**src/rtl/shifter_pipe.sv**
```systemverilog
// ============================================================================
// shifter_pipe
// ----------------------------------------------------------------------------
// Parametrised, pipelined barrel shifter. Each pipeline stage implements one
// log2 layer of the shifter: stage k shifts or rotates its operand by 2^k
// positions when bit k of the shift count is set. Otherwise the operand passes
// through unchanged. The pipeline is elastic, so a stage can load in the same
// cycle that its contents move downstream. This lets it sustain one result per
// clock with no bubbles.
//
// Operations (in_op):
//   000 ROL  rotate left
//   001 SLL  logical shift left (zero fill)
//   010 ROR  rotate right
//   011 SRL  logical shift right (zero fill)
//   100 SRA  arithmetic shift right when SHIFTER_PIPE_SRA_EN is defined,
//            otherwise decoded as SRL
//   101..111 decoded as SRL
//
// Optional feature macro: SHIFTER_PIPE_SRA_EN
//   When defined, op 100 performs an arithmetic right shift, replicating the
//   operand MSB at every layer. When undefined, no SRA logic is built.
//
// Parameters:
//   WIDTH  operand width (power of two, >= 4)
//   LOG2W  log2(WIDTH); this is the count width and the number of stages
//
// Ports:
//   clk        clock, all state changes on the rising edge
//   rst        synchronous active-high reset, empties the pipeline
//   in_valid   an operation is presented on in_data/in_cnt/in_op
//   in_ready   stage 0 can take an operation this cycle
//   in_data    operand
//   in_cnt     shift/rotate amount, 0..WIDTH-1
//   in_op      operation select (see table above)
//   out_valid  a result is presented on out_data
//   out_ready  the consumer takes the result this cycle
//   out_data   shifted/rotated result (don't-care while out_valid is low)
// ============================================================================
module shifter_pipe #(
    parameter int WIDTH = 16,
    parameter int LOG2W = 4
) (
    input  logic             clk,
    input  logic             rst,
    input  logic             in_valid,
    output logic             in_ready,
    input  logic [WIDTH-1:0] in_data,
    input  logic [LOG2W-1:0] in_cnt,
    input  logic [2:0]       in_op,
    output logic             out_valid,
    input  logic             out_ready,
    output logic [WIDTH-1:0] out_data
);

    typedef enum logic [2:0] {
        OP_ROL = 3'b000,
        OP_SLL = 3'b001,
        OP_ROR = 3'b010,
        OP_SRL = 3'b011,
        OP_SRA = 3'b100
    } op_e;

    // One shifter layer. The caller passes the layer's shift distance as a
    // constant, so each instance reduces to fixed wiring plus a small mux.
    // The rotations OR the shifted operand with its complementary wrap-around
    // part. This stays exact for the WIDTH/2 layer, where both halves swap.
    function automatic logic [WIDTH-1:0] apply_layer(
        input logic [WIDTH-1:0] d,
        input logic [2:0]       op,
        input logic             en,
        input int               s
    );
        logic [WIDTH-1:0] r;
        r = d;
        if (en) begin
            case (op)
                OP_ROL:  r = (d << s) | (d >> (WIDTH - s));
                OP_SLL:  r = d << s;
                OP_ROR:  r = (d >> s) | (d << (WIDTH - s));
                OP_SRL:  r = d >> s;
`ifdef SHIFTER_PIPE_SRA_EN
                OP_SRA:  r = $unsigned($signed(d) >>> s);
`endif
                default: r = d >> s;
            endcase
        end
        return r;
    endfunction

    // Flattened views of the per-stage registers. The generate loop below
    // drives them, and the handshake logic and the next stage read them.
    logic [LOG2W-1:0] v_vec;
    logic [LOG2W-1:0] adv;
    logic [WIDTH-1:0] data_vec [LOG2W];
    logic [LOG2W-1:0] cnt_vec  [LOG2W];
    logic [2:0]       op_vec   [LOG2W];

    // Advance chain. Stage k may hand its contents on when the next stage is
    // empty, or when the next stage is itself advancing. The last stage
    // advances exactly when the consumer is ready. This walks from the output
    // back toward the input, so no path exists from in_valid to out_valid.
    always_comb begin
        adv = '0;
        adv[LOG2W-1] = out_ready;
        for (int k = LOG2W - 2; k >= 0; k--) begin
            adv[k] = ~v_vec[k+1] | adv[k+1];
        end
    end

    assign in_ready  = ~v_vec[0] | adv[0];
    assign out_valid = v_vec[LOG2W-1];
    assign out_data  = data_vec[LOG2W-1];

    for (genvar k = 0; k < LOG2W; k++) begin : g_stage
        logic             vin;
        logic [WIDTH-1:0] din;
        logic [LOG2W-1:0] cin;
        logic [2:0]       oin;
        logic             load;

        logic             v_q;
        logic [WIDTH-1:0] data_q;
        logic [LOG2W-1:0] cnt_q;
        logic [2:0]       op_q;

        if (k == 0) begin : g_src_in
            assign vin = in_valid;
            assign din = in_data;
            assign cin = in_cnt;
            assign oin = in_op;
        end else begin : g_src_prev
            assign vin = v_vec[k-1];
            assign din = data_vec[k-1];
            assign cin = cnt_vec[k-1];
            assign oin = op_vec[k-1];
        end

        // A stage takes new contents when it is empty or when its current
        // contents leave in this same cycle. Data, count and op are written
        // only when a valid operation arrives, so an empty stage keeps its
        // old values instead of toggling.
        assign load = ~v_q | adv[k];

        always_ff @(posedge clk) begin
            if (rst) begin
                v_q    <= 1'b0;
                data_q <= '0;
                cnt_q  <= '0;
                op_q   <= '0;
            end else if (load) begin
                v_q <= vin;
                if (vin) begin
                    data_q <= apply_layer(din, oin, cin[k], 1 << k);
                    cnt_q  <= cin;
                    op_q   <= oin;
                end
            end
        end

        assign v_vec[k]    = v_q;
        assign data_vec[k] = data_q;
        assign cnt_vec[k]  = cnt_q;
        assign op_vec[k]   = op_q;
    end

    // The last stage keeps its count and op only to keep every stage
    // register set identical. No logic downstream uses them.
    logic unused_tail;
    assign unused_tail = ^{cnt_vec[LOG2W-1], op_vec[LOG2W-1]};

endmodule
```
**config.mk**
```make
export PLATFORM = sky130hd
export DESIGN_NAME = shifter_pipe
export DESIGN_NICKNAME = d
export VERILOG_FILES = /design/src/rtl/shifter_pipe.sv
export SDC_FILE = /design/constraint.sdc
export NUM_CORES = 1
export LEC_CHECK = 0
export ABC_CLOCK_PERIOD_IN_PS = 1650
export BUFFER_PORTS_ARGS = -buffer_cell sky130_fd_sc_hd__clkbuf_2
export CAP_MARGIN = 20
export CORE_ASPECT_RATIO = 0.75
export CORE_MARGIN = 1
export CORE_UTILIZATION = 55
export CTS_BUF_LIST = sky130_fd_sc_hd__clkbuf_16
export CTS_CLUSTER_DIAMETER = 120
export DETAILED_ROUTE_END_ITERATION = 10
export PLACE_DENSITY = 0.8
export SLEW_MARGIN = 10
export SYNTH_ARGS = -nofsm -noshare
export SYNTH_HDL_FRONTEND = slang
export SYNTH_SLANG_ARGS = --single-unit
```
**constraint.sdc**
```tcl
create_clock -name clk -period 1.65 [get_ports clk]
set_input_delay 0.495 -clock clk [delete_from_list [all_inputs] [get_ports clk]]
set_output_delay 0.495 -clock clk [all_outputs]
set_load 0.02 [all_outputs]
```
### Yosys cells after proc, flatten, opt, wreduce, memory -nomap -nowiden

Index checks and enable logic that the tools add are counted.

| operators by class | value |
|---|---|
| bitwise logic cells | 15 |
| reductions and logical operators | 9 |
| eq/ne operators | 8 |
| multiplexer cells | 8 |

Operators with widths:

| kind | count |
|---|---|
| 16-bit case mux with 3 select lines | 3 |
| 16-bit two-way mux | 4 |
| 16-bit case mux with 2 select lines | 1 |
| 12-bit by 16-bit OR with 16-bit output | 1 |
| 14-bit by 16-bit OR with 16-bit output | 1 |
| 15-bit by 16-bit OR with 16-bit output | 1 |
| 16-bit by 1-bit OR with 16-bit output | 1 |
| 16-bit by 2-bit OR with 16-bit output | 1 |
| 16-bit by 4-bit OR with 16-bit output | 1 |
| 8-bit by 16-bit OR with 16-bit output | 1 |
| 3-bit by 1-bit == test with 1-bit output (second input constant) | 4 |
| 3-bit by 2-bit == test with 1-bit output (second input constant) | 4 |
| 3-bit zero test | 4 |
| 2-bit AND reduction | 4 |
| 1-bit inverter | 4 |
| 1-bit OR | 4 |
| 2-bit OR reduction | 1 |

| word-level totals | value |
|---|---|
| word-level logic and storage cells | 54 |
| register bits | 89 |
| output and inout port bits | 18 |
| input port bits | 27 |

### Longest topological paths before layout

| logic depth | value |
|---|---|
| word-level depth | 6 |
| gate-level depth with buffers | 6 |
| depth with buffers taken out | 4 |

### Worst setup path before layout

No wires, ideal clock.

| path | value |
|---|---|
| kind | in2reg |
| start point | input out_ready |
| end point | register g_stage[0].data_q[11] |
| setup slack | 0.183 ns |
| required time | 1.510 ns |
| arrival | 1.327 ns |
| buffers on the path | 1 |
| stages | 5 |
| setup time | 0.140 ns |
| cell sequence | nand4b_2 > o21ai_4 > buf_2 > a211o_1 > a21oi_1 |

| between the ends | value |
|---|---|
| word-level cells in the longest chain between the ends | 5 |

RTL lines:

| what | RTL line | source |
|---|---|---|
| start, declared | 52 | `input logic out_ready,` |
| 1-bit OR (3 in series) | 107 | `adv[k] = ~v_vec[k+1] \| adv[k+1];` |
| 1-bit OR | 143 | `assign load = ~v_q \| adv[k];` |
| 2-bit AND reduction (no line) | - |  |
| end signal, assigned | 154 | `data_q <= apply_layer(din, oin, cin[k], 1 << k);` |
| end, declared | 123 | `logic [WIDTH-1:0] data_q;` |

Every way passes these cells.
A chain may end at the register's enable or synchronous reset.

### Worst setup path after layout

| path | value |
|---|---|
| start point | register g_stage[2].v_q |
| end point | output in_ready |

| between the ends | value |
|---|---|
| word-level cells in the longest chain between the ends | 4 |

RTL lines:

| what | RTL line | source |
|---|---|---|
| start, declared | 122 | `logic v_q;` |
| start signal, assigned | 152 | `v_q <= vin;` |
| 1-bit inverter | 107 |  |
| 1-bit OR (2 in series) | 107 |  |
| 1-bit OR | 111 | `assign in_ready = ~v_vec[0] \| adv[0];` |
| end, declared | 47 | `output logic in_ready,` |

Every way passes these cells.

==> flow_summary.json <==
{
  "outcome": "finished clean",
  "r2r_start": "out_valid",
  "post_layout_nonfiller_instances": 639,
  "cts_tree": "done",
  "synthMuxAreaShare_pct": 9.489,
  "ys.flop_type": "sky130_fd_sc_hd__dfxtp_1",
  "layout_min_cycle_time_ns": 1.619,
  "drive_above_1_share_pct": 19.22,
  "clock-root-buffer": "sky130_fd_sc_hd__clkbuf_16",
  "postSynthNetCount": 524,
  "critPathLaunchType": "flop",
  "path_clk_slew_ns": 0.06,
  "synth_top_area_share_pct": 40.39,
  "min_path_type": "in2reg",
  "netlist.top_cell.by_area": "sky130_fd_sc_hd__dfxtp_1",
  "fmax_mhz": 617.8,
  "grt_pass1_vias": 3553,
  "cts_buffer_depth": 2,
  "detailed_place_hpwl_mm": 6.671,
  "synth-async-reset-ratio_pct": 0,
  "area_delta_synth_final_pct": 17.58,
  "die-width_um": 101.9,
  "post_synth_inst_count": 497,
  "timing.critical_path.buf_inv": 1,
  "grt_pass1_wl_mm": 16.96,
  "seq_area_frac_synth_pct": 40.39,
  "fin_ws_ns": 0.03131,
  "layout_common_cells": "80 x sky130_fd_sc_hd__dfxtp_1, 75 x sky130_fd_sc_hd__nand2_1, 58 x sky130_fd_sc_hd__a21oi_1",
  "gr-usage-met2_pct": 42.91,
  "initial_core_util_pct": 58.55,
  "synth_compound_area_share_pct": 24.33,
  "synth.yosys.warnings": 0,
  "netlist-cell-type-count": 36,
  "grt_max_degree": 84,
  "critical_path.startpoint": "g_stage[2].v_q",
  "crit_family": "flip-flops",
  "synth_edf_count": 0,
  "slew_violations": 0,
  "timing.critical_path.cells": "and4b_1 -> nand2_2 -> buf_8",
  "synthAdderAreaFrac_pct": 0,
  "cts_inserted_buffers": 9,
  "routed_via_density": 5.984,
  "finalHoldViolCount": 0,
  "placedCellCount": 619,
  "layout_commonest_cell": "sky130_fd_sc_hd__dfxtp_1",
  "floorplan.die.height_um": 76.90,
  "num_rows": 26,
  "worst_ep_required_time_ns": 1.15,
  "grt_overflow": 0,
  "worst_path_largest_cell_delay_ns": 0.35,
  "cts_hold_buf": 0,
  "p_per_area_nw_per_um2": 934.1,
  "finalSetupViolCount": 0,
  "worst-setup-path-type": "reg2out",
  "wl_per_cell_um": 15.26,
  "met3_usage_pct": 6.563,
  "grt_busiest_layer": "met2",
  "synth_xor_xnor_area_share_pct": 0,
  "vdd.ir_drop.worst_mv": 0.7551,
  "dpl_worst_slack_ns": 0.02270,
  "routed_wirelength_mm": 9.749,
  "critical_path_peak_fanout": 3,
  "die_area_um2": 7833,
  "groute.usage.overall_pct": 27.16,
  "finalWeightedCongestion": 0.8279,
  "finalPower_mw": 4.518,
  "design.core.area_um2": 7027,
  "grt_setup_unrepaired": "yes",
  "tightestPinTransition_ns": 0.5786,
  "synthesis.area_um2": 4114,
  "grtUsageMet1_pct": 37.19,
  "timing.critical_path.slowest_stage_cell": "sky130_fd_sc_hd__dfxtp_4",
  "detailroute.via_count": 3824,
  "synth-seq-cells": 83,
  "antenna_found_initial": 0,
  "drc_errors": 0,
  "port_buffers": 44,
  "clk_latency_ns": 0.33,
  "static_power_due_to_leakage_nw": 1.858,
  "drtAntennaViolNets": 0,
  "cp_data_arrival_time_ns": 1.12,
  "drt-initial-drc-count": 248,
  "htreeDepth": 3,
  "max-slew-margin-rel_pct": 61.42,
  "hp-start": "in_cnt[3]",
  "layout.core_utilization_pct": 68.84,
  "period_share_pct": 98.10,
  "clock-skew-final_ns": 0.008850,
  "clkSinkCount": 83,
  "post_synth_main_area_contributors": "sky130_fd_sc_hd__dfxtp_1 40%, sky130_fd_sc_hd__mux2i_1 9.5%, sky130_fd_sc_hd__a211o_1 7.2%",
  "drt-pass1-iter-count": 5,
  "dominant_combinational_cell_family_by_area_after_synthesis": "compound AO/OA/AOI/OAI gates",
  "synth_simple_gate_area_share_pct": 19.98,
  "timing.max_cap.violations": 0,
  "critPathCaptureType": "output pin",
  "syn_area_per_cell_um2": 8.278,
  "fin_nets": 563,
  "boundaryPins": 45,
  "insertedDiodeCount": 0
}
## layer usage
metal,vias to the layer above,routed length [um]
li1,1868,-
met2,132,4443
met4,0,142
met3,16,607
met1,1808,4556
met5,-,0
## repair_timing
action | CTS | global route
gates resized for setup | 7 | 3
pin swaps | 2 | 1
setup buffers | 3 | 1
endpoints found under the setup margin | 3 | 2
endpoints found under the hold margin | 0 | 0
## power breakdown
group	total [mW]	internal [mW]	leakage, nW	switching [mW]
clock	1.81	1.01	0.137	0.796
sequential	2.17	2.08	0.678	0.0821
combinational	0.543	0.237	1.04	0.306
total	4.52	3.33	1.86	1.18
## state kept, by name, indices dropped and copies added, names as in the netlist
signal	cells
g_stage.v_q	3
out_data	16
g_stage.cnt_q	6
g_stage.data_q	48
g_stage.op_q	9
out_valid	1
## cell families (layout without fill, tap and decap cells)
logic type,Yosys count,after routing
compound gates,141,141
buf+inv,50,94
flops,83,83
mux,39,39
simple gates,184,184
## cell type report
type / count / area [um2]
clock buffers: 9 / 225.2
clock inverters: 7 / 43.79
fillers: 570 / 2190
inverters: 11 / 41.29
multi-input cells: 364 / 2221
flip-flops and latches: 83 / 1668
well taps: 98 / 122.6
repair buffers: 67 / 515.5
## tightest hold or removal path: cells and delay by family
kind | cells | cell delay (ns)
compound gates | 1 | 0.05
simple gates | 1 | 0.05
buf+inv | 1 | 0.08
## worst paths after layout
| path | endpoint | slack, ns | cells after the start |
|---|---|---|---|
| max reg2reg | g_stage[2].data_q[12] | 0.18 | 6 |
| min reg2reg | g_stage[1].cnt_q[3] | 0.46 | 2 |
| min | g_stage[0].cnt_q[3] | 0.38 | 3 |
| max | in_ready | 0.03 | 3 |
## metrics by stage
stage                       TNS, ns  cell area [um2]  hold slack [ns]
final                             0             4837           0.3816
after global routing       -0.01684             4837           0.3873
after CTS                 -0.007911             4826           0.3731
after detailed placement          0             4514           0.4516
after global placement            0             4514           0.4443
after floorplan                   0             4114           0.4321
## cells in the mapped netlist (3+ instances only)
library cell                n
sky130_fd_sc_hd__dfxtp_1   83
sky130_fd_sc_hd__nand2_1   76
sky130_fd_sc_hd__a21oi_1   58
sky130_fd_sc_hd__nor2_1    56
sky130_fd_sc_hd__mux2i_1   39
sky130_fd_sc_hd__a211o_1   34
sky130_fd_sc_hd__nor3_1    22
sky130_fd_sc_hd__clkbuf_1  21
sky130_fd_sc_hd__a221oi_1  16
sky130_fd_sc_hd__buf_2     14
sky130_fd_sc_hd__inv_1     10
sky130_fd_sc_hd__o211ai_1   7
sky130_fd_sc_hd__o21ai_0    7
sky130_fd_sc_hd__a21oi_2    6
sky130_fd_sc_hd__nor2b_1    6
sky130_fd_sc_hd__nand2b_1   5
sky130_fd_sc_hd__nand3_1    4
sky130_fd_sc_hd__o221a_2    4
sky130_fd_sc_hd__o311ai_1   4
sky130_fd_sc_hd__buf_6      3
sky130_fd_sc_hd__nand3b_1   3
sky130_fd_sc_hd__or4b_1     3
Power figures use the tool's default switching activity.
